$ cat config.mk
export PLATFORM = sky130hd
export DESIGN_NAME = id_inst_queue_flat
export DESIGN_NICKNAME = d
export VERILOG_FILES = /design/src/rtl/id_inst_queue_if.sv /design/src/rtl/id_inst_queue.sv /design/src/flat_wrapper.sv
export SDC_FILE = /design/constraint.sdc
export NUM_CORES = 1
export LEC_CHECK = 0
export CAP_MARGIN = 25
export CORE_MARGIN = 2
export CORE_UTILIZATION = 59
export DETAILED_ROUTE_END_ITERATION = 10
export PLACE_DENSITY = 0.85
export SKIP_LAST_GASP = 1
export SLEW_MARGIN = 20
export SYNTH_ARGS = -nofsm -noshare
export SYNTH_HDL_FRONTEND = slang
export SYNTH_SLANG_ARGS = --single-unit
$ cat constraint.sdc
create_clock -name clk -period 9.95 [get_ports clk]
set_input_delay 1.99 -clock clk [delete_from_list [all_inputs] [get_ports clk]]
set_output_delay 1.99 -clock clk [all_outputs]
set_load 0.03 [all_outputs]
$ cat src/rtl/id_inst_queue_if.sv
// Fetch-to-decode instruction queue bus: fetch push side, decode pop side,
// flush, and status back to the PC stage.
interface id_inst_queue_if #(
  parameter int DEPTH  = 4,
  parameter int PC_W   = 32,
  parameter int INST_W = 32
);
  localparam int CW = $clog2(DEPTH) + 1;

  logic              flush;
  logic              in_valid;
  logic [PC_W-1:0]   in_pc;
  logic [INST_W-1:0] in_inst;
  logic              in_ready;
  logic              afull;
  logic              out_valid;
  logic [PC_W-1:0]   out_pc;
  logic [INST_W-1:0] out_inst;
  logic              out_ready;
  logic [CW-1:0]     count;

  // Pipeline side: fetch pushes, decode pops, branch unit flushes.
  modport master (
    output flush, in_valid, in_pc, in_inst, out_ready,
    input  in_ready, afull, out_valid, out_pc, out_inst, count
  );

  // Queue side.
  modport slave (
    input  flush, in_valid, in_pc, in_inst, out_ready,
    output in_ready, afull, out_valid, out_pc, out_inst, count
  );
endinterface

$ cat src/rtl/id_inst_queue.sv
// First-word-fall-through {pc, inst} queue between IF and decode. The head
// is presented straight from storage; an empty queue presents a NOP.
module id_inst_queue #(
  parameter int DEPTH     = 4,
  parameter int PC_W      = 32,
  parameter int INST_W    = 32,
  parameter int AFULL_LVL = DEPTH - 1
) (
  input  logic            clk,
  input  logic            rst,
  id_inst_queue_if.slave  q_if
);
  localparam int AW = $clog2(DEPTH);
  localparam int CW = AW + 1;

  if (DEPTH < 2 || (DEPTH & (DEPTH - 1)) != 0) begin : g_bad_depth
    $error("id_inst_queue: DEPTH must be a power of two >= 2");
  end
  if (AFULL_LVL < 1 || AFULL_LVL > DEPTH) begin : g_bad_afull
    $error("id_inst_queue: AFULL_LVL must be in 1..DEPTH");
  end

  typedef struct packed {
    logic [PC_W-1:0]   pc;
    logic [INST_W-1:0] inst;
  } entry_t;

  entry_t        mem_q [DEPTH];
  logic [AW-1:0] wr_ptr_q, wr_ptr_d;
  logic [AW-1:0] rd_ptr_q, rd_ptr_d;
  logic [CW-1:0] count_q, count_d;
  logic          in_rdy, out_vld, push, pop;
  entry_t        head;

  // Handshake qualifiers: ready/valid come only from registered count, so
  // a full queue refuses a push even when decode pops in the same cycle.
  always_comb begin
    in_rdy  = (count_q < CW'(DEPTH));
    out_vld = (count_q != '0);
    push    = q_if.in_valid & in_rdy  & ~q_if.flush;
    pop     = q_if.out_ready & out_vld & ~q_if.flush;
  end

  // Next pointer/occupancy state; flush discards everything and re-zeroes
  // the pointers so the next push lands in slot 0.
  always_comb begin
    wr_ptr_d = wr_ptr_q;
    rd_ptr_d = rd_ptr_q;
    count_d  = count_q;
    if (q_if.flush) begin
      wr_ptr_d = '0;
      rd_ptr_d = '0;
      count_d  = '0;
    end else begin
      if (push) wr_ptr_d = wr_ptr_q + AW'(1);
      if (pop)  rd_ptr_d = rd_ptr_q + AW'(1);
      count_d = count_q + CW'(push) - CW'(pop);
    end
  end

  // Pointer/occupancy registers; reset beats flush, push and pop.
  always_ff @(posedge clk) begin
    if (rst) begin
      wr_ptr_q <= '0;
      rd_ptr_q <= '0;
      count_q  <= '0;
    end else begin
      wr_ptr_q <= wr_ptr_d;
      rd_ptr_q <= rd_ptr_d;
      count_q  <= count_d;
    end
  end

  // Entry storage; contents are don't-care until written, so no reset.
  always_ff @(posedge clk) begin
    if (!rst && push) mem_q[wr_ptr_q] <= '{pc: q_if.in_pc, inst: q_if.in_inst};
  end

  // Head presentation: fall-through from storage, NOP when empty.
  always_comb begin
    head          = mem_q[rd_ptr_q];
    q_if.in_ready  = in_rdy;
    q_if.afull     = (count_q >= CW'(AFULL_LVL));
    q_if.out_valid = out_vld;
    q_if.out_pc    = out_vld ? head.pc   : '0;
    q_if.out_inst  = out_vld ? head.inst : '0;
    q_if.count     = count_q;
  end
endmodule

$ cat src/flat_wrapper.sv
// flat-port wrapper written by rule: the top's interface ports become plain ports
module id_inst_queue_flat 
#(
  parameter int DEPTH     = 4,
  parameter int PC_W      = 32,
  parameter int INST_W    = 32,
  parameter int AFULL_LVL = DEPTH - 1
)
  (clk, rst, q_if_flush, q_if_in_valid, q_if_in_pc, q_if_in_inst, q_if_out_ready, q_if_in_ready, q_if_afull, q_if_out_valid, q_if_out_pc, q_if_out_inst, q_if_count);
  id_inst_queue_if #(.DEPTH(DEPTH), .PC_W(PC_W), .INST_W(INST_W)) q_if_i ();
  input  logic clk;
  input  logic rst;
  input wire logic [$bits(q_if_i.flush)-1:0] q_if_flush;
  input wire logic [$bits(q_if_i.in_valid)-1:0] q_if_in_valid;
  input wire logic [$bits(q_if_i.in_pc)-1:0] q_if_in_pc;
  input wire logic [$bits(q_if_i.in_inst)-1:0] q_if_in_inst;
  input wire logic [$bits(q_if_i.out_ready)-1:0] q_if_out_ready;
  output wire logic [$bits(q_if_i.in_ready)-1:0] q_if_in_ready;
  output wire logic [$bits(q_if_i.afull)-1:0] q_if_afull;
  output wire logic [$bits(q_if_i.out_valid)-1:0] q_if_out_valid;
  output wire logic [$bits(q_if_i.out_pc)-1:0] q_if_out_pc;
  output wire logic [$bits(q_if_i.out_inst)-1:0] q_if_out_inst;
  output wire logic [$bits(q_if_i.count)-1:0] q_if_count;
  assign q_if_i.flush = q_if_flush;
  assign q_if_i.in_valid = q_if_in_valid;
  assign q_if_i.in_pc = q_if_in_pc;
  assign q_if_i.in_inst = q_if_in_inst;
  assign q_if_i.out_ready = q_if_out_ready;
  assign q_if_in_ready = q_if_i.in_ready;
  assign q_if_afull = q_if_i.afull;
  assign q_if_out_valid = q_if_i.out_valid;
  assign q_if_out_pc = q_if_i.out_pc;
  assign q_if_out_inst = q_if_i.out_inst;
  assign q_if_count = q_if_i.count;
  id_inst_queue #(.DEPTH(DEPTH), .PC_W(PC_W), .INST_W(INST_W), .AFULL_LVL(AFULL_LVL)) u_core (.clk(clk), .rst(rst), .q_if(q_if_i));
endmodule
==> results of run 1 <==
==> critical path: cells and delay by family (launching register included) <==
family                 cells  cell delay [ns]
buffers and inverters      3             1.27
AND/OR/NAND/NOR            1             0.17
multiplexers               1             0.59
flip-flops                 1             0.52
==> placed cells by master (no fill, tap or decap), types with 2 or more instances in the layout <==
cell type	instances
clkbuf_16	27
dfxtp_4	2
clkinv_1	5
xor2_1	2
clkdlybuf4s50_1	138
nor3b_1	2
edfxtp_1	256
dfxtp_1	7
clkinv_2	7
mux4_1	4
xnor2_1	2
buf_4	2
and2_1	64
nor2_1	9
mux4_2	60
clkbuf_1	6
ha_1	7
inv_1	8
and2_4	4
==> power breakdown <==
group	internal (W)	total (W)	switching [W]
registers	0.00123	0.00124	0.00000407
logic	0.0000711	0.000148	0.0000772
clock network	0.000520	0.000902	0.000382
==> state kept, by name, summed over array words and instances (netlist names), named ones only <==
| register | count |
|---|---|
| u_core.rd_ptr_q | 2 |
| u_core.mem_q | 256 |
| u_core.q_if.count | 3 |
| u_core.wr_ptr_q | 2 |
==> per-layer routing <==
metal | wire length (µm) | vias up
li1 | - | 2137
met5 | 0 | -
met1 | 7300 | 2441
met4 | 340 | 0
met2 | 9530 | 142
met3 | 1050 | 27
==> area by class of cell <==
| class | count | area [µm²] | area share (%) |
|---|---|---|---|
| Clock buffer | 33 | 698 | 5.57 |
| Multi-Input combinational cell | 162 | 2130 | 17.0 |
| Timing Repair Buffer | 141 | 1420 | 11.4 |
| Tap cell | 225 | 282 | 2.25 |
| Sequential cell | 265 | 7880 | 62.8 |
| Clock inverter | 14 | 91.3 | 0.728 |
| Inverter | 9 | 33.8 | 0.269 |
==> metrics by stage <==
stage                     util (%)  area [µm²]
after global placement        68.5       11700
after CTS                     73.1       12500
after floorplan                  -       10200
final                         73.3       12500
after detailed placement      68.5       11700
after global routing          73.3       12500
==> cells by family after synthesis <==
logic type	Yosys count	synth area share (%)
buffers and inverters	31	2.27
AND/OR/NAND/NOR	82	4.79
multiplexers	65	14.4
flip-flops	265	77.0
AO/OA/AOI/OAI	3	0.208
adder cells (fa/ha/maj)	8	1.05
XOR/XNOR	4	0.343
==> final timing paths <==
check / start / end / slack (ns) / cells after the start
max: flip-flop / q_if_out_inst[31] / 4.85 / 5
max reg2reg: u_core.q_if.count[2] / u_core.mem_q[0][9] / 7.78 / 2
min: u_core.rd_ptr_q[0] / u_core.rd_ptr_q[0] / 0.55 / 2
min reg2reg: u_core.rd_ptr_q[0] / u_core.rd_ptr_q[0] / 0.55 / 2
==> flow_summary.yaml, run 1 <==
worst_setup_path:
  start_kind: "flip-flop"
  worstPathArrival_ns: 3.11
  path_class: "flip-flop to output pin"
  path_cells: "buf_4, buf_16, mux4_1, and2_1, clkdlybuf4s50_1"
  cpPeakStageDelay_ns: 0.59
  cp.required_ns: 7.96
  endpoint_kind: "output pin"
  cp_slowest_cell: "mux4_1"
  cp_max_fo: 37
timing:
  fin_hold_ws_ns: 0.551
  max_freq_ghz: 0.196
  grt_setup_unrepaired: "no"
  finClkSkew_ns: 0.0115
  max-slew-margin-rel_pct: 33.5
  maxSlewViolCount: 0
  final-hold-violation-count: 0
  report.final.setup_viol: 0
  period_share_pct: 51.3
  period_needed_ns: 5.10
  fin_tns_setup_ns: 0
  worst_slew_pin_slew_ns: 0.998
  setup_slack_ns: 4.85
clock_tree:
  cts_made_buffers: 26
  cts_tree: "done"
  worstSkewPairLatency_ns: 0.51
  cts_setup_buffers: 0
  cts-root-buf: "clkbuf_16"
  cts_buffer_depth: 3
  clk_pin_slew_ns: 0.06
  postCtsResizedCells: 0
  h-tree-depth: 1
  cts_sinks: 265
  holdBufCountCts: 0
route:
  postRouteAntennaNets: 0
  drtPass1Iterations: 4
  wl_per_cell_um: 21.5
  drt-initial-drc-count: 337
  drc_errors: 0
  vias: 4747
  wirelength_mm: 18.2
  post_drt_via_cell_ratio: 5.59
grt:
  met2_usage_pct: 34.3
  grt_start_max_net_pins: 65
  grt_busiest_layer: "met2"
  antenna_found_initial: 0
  grt_pass1_vias: 5104
  grt_use_total_pct: 20.1
  grtUsageMet3_pct: 3.44
  grt.overflow.total: 0
  grt_use_met1_pct: 27.3
  grt_pass1_wl_mm: 28.1
synthesis:
  ys_warn_count: 0
  synth_fp_nets: 535
  synth_most_common_cell: "edfxtp_1"
  synth_area_um2: 10200
  synth_edf_count: 256
  yosys_most_used_dff: "edfxtp_1"
  netlist_instances: 458
  synthDominantCellAreaShare_pct: 75.2
  synth_area_per_cell_um2: 22.3
  ys_seq_elements: 265
  ys_seq_area_share_pct: 77.0
  synth_top_cell_by_area: "edfxtp_1"
  synth_cell_type_count: 25
  async_flop_share_pct: 0
  yosys-top-cells-count: "edfxtp_1, and2_1, mux4_2, dfxtp_1, nor2_1"
  synth_area_leaders: "edfxtp_1, mux4_2, and2_1"
final_layout:
  area_growth_pct: 22.7
  drive_gt1_share_pct: 17.3
  fin_nets: 682
  layout.cells.non_filler: 849
  num-fill-cells: 998
  diodes: 0
power:
  vdd_ir_drop_max_mv: 0.151
  power_w: 0.00229
  leakagePower_nw: 3.98
  powerDensity_nw_per_um2: 183
floorplan:
  io_pins: 139
  rows: 48
  die_h_um: 136
  fp.coreArea_um2: 17100
  start_util_pct: 59.7
  die_area_um2: 18400
  die_x_um: 136
placed_design:
  dp_cells: 801
  portBuffers: 138
  place_ws_ns: 5.08
  gp_congestion: 0.733
  dp_hpwl_mm: 10.3
outcome:
  status: "completed"
worst_hold_path:
  hold_class: "flip-flop to flip-flop"
flow_run:
  max-cap-violations: 0
No activity file was read; power rests on OpenSTA's default activity.
==> inputs of run 2 (changes only) <==
Settings changed: CORE_UTILIZATION 59 to 49, PLACE_DENSITY 0.85 to 0.75.
Clock period 9.95 ns to 4.16 ns, I/O delays scaled along.
==> run 2 against run 1 <==
- non-clock buffer count increased by 9
- count of clock-buffer cells in the layout decreased by 3
- clock skew increased by 0.0029 ns
- first-iteration DRC count decreased by 22%
- sequential share of layout area decreased by 1.8 points
- hold slack got worse by 0.0035 ns
- combinational power increased by 140%
- utilization decreased by 9.8 points
- register-to-register slack got worse by 5.7 ns
- via count increased by 1.7%
- flip-flop and latch count unchanged
- routed wire length increased by 3.1%
- critical endpoint is now q_if_out_inst[1]
- largest cell class unchanged
- largest power group unchanged
==> flow_summary.yaml, run 2 (synthesis results as in run 1) <==
outcome:
  status: "completed"
grt:
  grt_use_met1_pct: 22.3
  grt_start_max_net_pins: 65
  grt_busiest_layer: "met2"
  antenna_found_initial: 1
  met2_usage_pct: 30.7
  grtUsageMet3_pct: 3.34
  grt_pass1_wl_mm: 29.3
  grt.overflow.total: 0
  grt_use_total_pct: 17.4
  grt_pass1_vias: 5322
floorplan:
  io_pins: 139
  die_x_um: 148
  die_area_um2: 22000
  die_h_um: 148
  rows: 52
  start_util_pct: 50.2
  fp.coreArea_um2: 20400
clock_tree:
  holdBufCountCts: 0
  h-tree-depth: 1
  cts_tree: "done"
  worstSkewPairLatency_ns: 0.53
  cts-root-buf: "clkbuf_16"
  cts_setup_buffers: 0
  postCtsResizedCells: 0
  cts_made_buffers: 27
  cts_buffer_depth: 3
  clk_pin_slew_ns: 0.06
  cts_sinks: 265
worst_setup_path:
  worstPathArrival_ns: 2.88
  cpPeakStageDelay_ns: 0.62
  endpoint_kind: "output pin"
  cp_max_fo: 19
  start_kind: "flip-flop"
  cp_slowest_cell: "mux4_1"
  path_cells: "buf_4, mux4_1, and2_1, clkdlybuf4s50_1"
  path_class: "flip-flop to output pin"
  cp.required_ns: 3.33
  r2r-start: "u_core.q_if.count[2]"
timing:
  maxSlewViolCount: 0
  worst_slew_pin_slew_ns: 0.930
  period_needed_ns: 3.71
  report.final.setup_viol: 0
  finClkSkew_ns: 0.0143
  grt_setup_unrepaired: "no"
  fin_tns_setup_ns: 0
  max_freq_ghz: 0.270
  final-hold-violation-count: 0
  period_share_pct: 89.1
  max-slew-margin-rel_pct: 38.0
final_layout:
  area_growth_pct: 26.4
  final_cell_mix: "edfxtp_1, clkdlybuf4s50_1, and2_1"
  drive_gt1_share_pct: 20.1
  layout.cells.non_filler: 907
  utilization_pct: 63.4
  final_common_cell: "edfxtp_1"
  fin_nets: 692
  largest_register: "u_core.mem_q"
  largest_register_ffs: 256
route:
  post_drt_via_cell_ratio: 5.33
  postRouteAntennaNets: 0
  drt-initial-drc-count: 262
  drtPass1Iterations: 4
  drc_errors: 0
  vias: 4830
  wirelength_mm: 18.8
  wl_per_cell_um: 20.7
power:
  powerDensity_nw_per_um2: 462
  leakagePower_nw: 4.14
  vdd_ir_drop_max_mv: 0.281
placed_design:
  gp_congestion: 0.753
  dp_hpwl_mm: 11.4
  portBuffers: 138
  dp_cells: 856
flow_run:
  max-cap-violations: 0
worst_hold_path:
  hold_class: "flip-flop to flip-flop"
  worstHoldStart: "u_core.rd_ptr_q[0]"
run 2: cell type report:
cell class | count | area, µm²
Inverter | 9 | 33.8
Fill cell | 1375 | 7450
Timing Repair Buffer | 150 | 1530
Clock inverter | 20 | 308
Sequential cell | 265 | 7880
Tap cell | 270 | 338
Clock buffer | 30 | 687
Antenna cell | 1 | 2.50
Multi-Input combinational cell | 162 | 2130
run 2: path summary, 6_finish.rpt:
path / end / slack, ns / cells past startpoint
max: q_if_out_inst[1] / 0.45 / 4
min: u_core.rd_ptr_q[0] / 0.55 / 2
max reg2reg: u_core.mem_q[1][5] / 2.09 / 3
min reg2reg: u_core.rd_ptr_q[0] / 0.55 / 2
run 2: per-stage QoR:
| step | power (W) | area [µm²] | setup slack, ns | hold slack, ns |
|---|---|---|---|---|
| finish | 0.00597 | 12900 | 0.453 | 0.548 |
| global placement | 0.00337 | 11900 | 0.860 | 0.516 |
| CTS | 0.00602 | 12900 | 0.370 | 0.547 |
| detailed placement | 0.00338 | 11900 | 0.742 | 0.533 |
| global route | 0.00615 | 12900 | 0.255 | 0.590 |
| floorplan | 0.00319 | 10200 | 0.629 | 0.485 |
run 2: per-layer routing:
| metal | routed length (µm) | up-vias |
|---|---|---|
| li1 | - | 2162 |
| met1 | 7450 | 2475 |
| met2 | 9920 | 166 |
| met3 | 1120 | 27 |
| met4 | 288 | 0 |
| met5 | 0 | - |
run 2: where the power goes:
| group | internal, W | total, W | switching [W] |
|---|---|---|---|
| combinational | 0.000173 | 0.000358 | 0.000185 |
| sequential | 0.00295 | 0.00296 | 0.0000106 |
| clock | 0.00169 | 0.00264 | 0.000956 |
| total | 0.00481 | 0.00597 | 0.00115 |
run 2: worst max-delay path, delay by kind of cell (launching register included):
family / cells / cell delay [ns]
mux: 1 / 0.62
flops: 1 / 0.60
simple gates: 1 / 0.18
buf+inv: 2 / 0.95
==> inputs of run 3 (changes only) <==
Settings changed: CTS_CLUSTER_SIZE set to 16.
==> run 3 against run 2 <==
- fmax shrank 0.22%
- critical endpoint is now q_if_out_pc[7]
- global-route usage grew 0.15 points
- power increased by 0.15%
- register-to-register slack barely moved
- via count up 0.10%
- sequential share of layout area barely moved
- count of clock-buffer cells in the layout fell by 2
- first-iteration DRC count increased by 28%
==> flow_summary.yaml, run 3 (synthesis results as in run 1) <==
worst_setup_path:
  endpoint_kind: "output pin"
  crit_start: "u_core.q_if.count[1]"
  r2r-start: "u_core.q_if.count[2]"
  worstPathArrival_ns: 2.88
  r2r-end: "u_core.mem_q[1][5]"
  worstRegToRegCells: 3
  path_class: "flip-flop to output pin"
  reg2reg_slack_ns: 2.10
  cp.required_ns: 3.33
  start_kind: "flip-flop"
  cp_max_fo: 36
clock_tree:
  h-tree-depth: 1
  cts_buffer_depth: 3
  worstSkewPairLatency_ns: 0.51
  holdBufCountCts: 0
  cts_made_buffers: 27
  postCtsResizedCells: 0
  cts_setup_buffers: 0
  cts-root-buf: "clkbuf_16"
  cts_tree: "done"
  cts_sinks: 265
  clk_pin_slew_ns: 0.06
outcome:
  status: "completed"
placed_design:
  dp_hpwl_mm: 11.4
  gp_congestion: 0.753
  portBuffers: 138
floorplan:
  rows: 52
  start_util_pct: 50.2
  io_pins: 139
  fp.coreArea_um2: 20400
  die_x_um: 148
  die_h_um: 148
  die_area_um2: 22000
final_layout:
  largest_register: "u_core.mem_q"
  drive_gt1_share_pct: 19.7
  fin_nets: 692
  final_cell_mix: "edfxtp_1, clkdlybuf4s50_1, and2_1"
  largest_register_ffs: 256
  area_growth_pct: 26.4
  final_common_cell: "edfxtp_1"
route:
  drtPass1Iterations: 5
  postRouteAntennaNets: 0
  vias: 4835
  drc_errors: 0
  post_drt_via_cell_ratio: 5.33
  drt-initial-drc-count: 336
  wirelength_mm: 18.9
  wl_per_cell_um: 20.8
timing:
  final-hold-violation-count: 0
  period_share_pct: 89.3
  worst_slew_pin_slew_ns: 0.926
  fin_hold_ws_ns: 0.548
  grt_setup_unrepaired: "no"
  maxSlewViolCount: 0
  finClkSkew_ns: 0.0124
  report.final.setup_viol: 0
  max_freq_ghz: 0.269
  max-slew-margin-rel_pct: 38.3
  fin_tns_setup_ns: 0
  period_needed_ns: 3.72
grt:
  grt_use_total_pct: 17.6
  antenna_found_initial: 2
  grt_start_max_net_pins: 65
  grt_pass1_wl_mm: 29.6
  grt.overflow.total: 0
  grt_pass1_vias: 5357
flow_run:
  max-cap-violations: 0
power:
  leakagePower_nw: 4.13
  powerDensity_nw_per_um2: 462
  vdd_ir_drop_max_mv: 0.300
  power_w: 0.00597
worst_hold_path:
  hold_class: "flip-flop to flip-flop"
  worstHoldStart: "u_core.rd_ptr_q[0]"
  hold_depth: 2
  hold_end: "u_core.rd_ptr_q[0]"
-- run 3: cell count changes in the layout (fill, tap and decap cells not counted), sizes merged --
cell / delta
clkbuf: -2
clkinvlp: +2
diode: +1
inv: -1
-- run 3: how the worst max path moves through the flow --
| stage | end | slack [ns] | cells after the start |
|---|---|---|---|
| finish | q_if_out_pc[7] | 0.44 | 5 |
| global route | q_if_out_pc[7] | 0.26 | 5 |
| CTS | q_if_out_pc[7] | 0.38 | 5 |
| detailed placement | u_core.mem_q[1][12] | 0.74 | 5 |
| global placement | u_core.mem_q[1][6] | 0.86 | 5 |
| floorplan | u_core.mem_q[1][0] | 0.63 | 4 |
-- run 3: area by class of cell --
cell class	instances	area [µm²]
fillers	1390	7440
diodes	2	5.00
clock buffers	28	679
flip-flops and latches	265	7880
inverters	9	33.8
repair buffers	150	1530
well taps	270	338
clock inverters	21	320
multi-input cells	162	2130
-- run 3: layer usage --
layer / wire [µm] / track usage (%) / share of wire, % / up-vias
li1: - / - / - / 2161
met1: 7610 / 22.5 / 40 / 2488
met2: 9980 / 31.2 / 53 / 160
met3: 1060 / 3.59 / 5.6 / 26
met4: 246 / 4.14 / 1.3 / 0
met5: 0 / 0 / 0 / -
-- run 3: metrics by stage --
step	setup WS (ns)	instances	util (%)	instance area (µm²)
after global routing	0.264	906	63.4	12900
after CTS	0.378	905	63.4	12900
after global placement	0.860	856	58.5	11900
after detailed placement	0.742	856	58.5	11900
final	0.445	907	63.4	12900
after floorplan	0.629	458	-	10200
-- run 3: report_power, final --
group / switching (W) / total [W] / internal, W
Sequential: 0.0000108 / 0.00296 / 0.00295
Clock: 0.000966 / 0.00265 / 0.00169
Combinational: 0.000186 / 0.000360 / 0.000173
-- run 3: critical path, stage by stage, from the launching register on --
cell and delay [ns]:
dfxtp_1 0.36, inv_1 0.13, nand3_2 0.63, buf_4 0.47, and2_1 0.17, clkdlybuf4s50_1 0.61
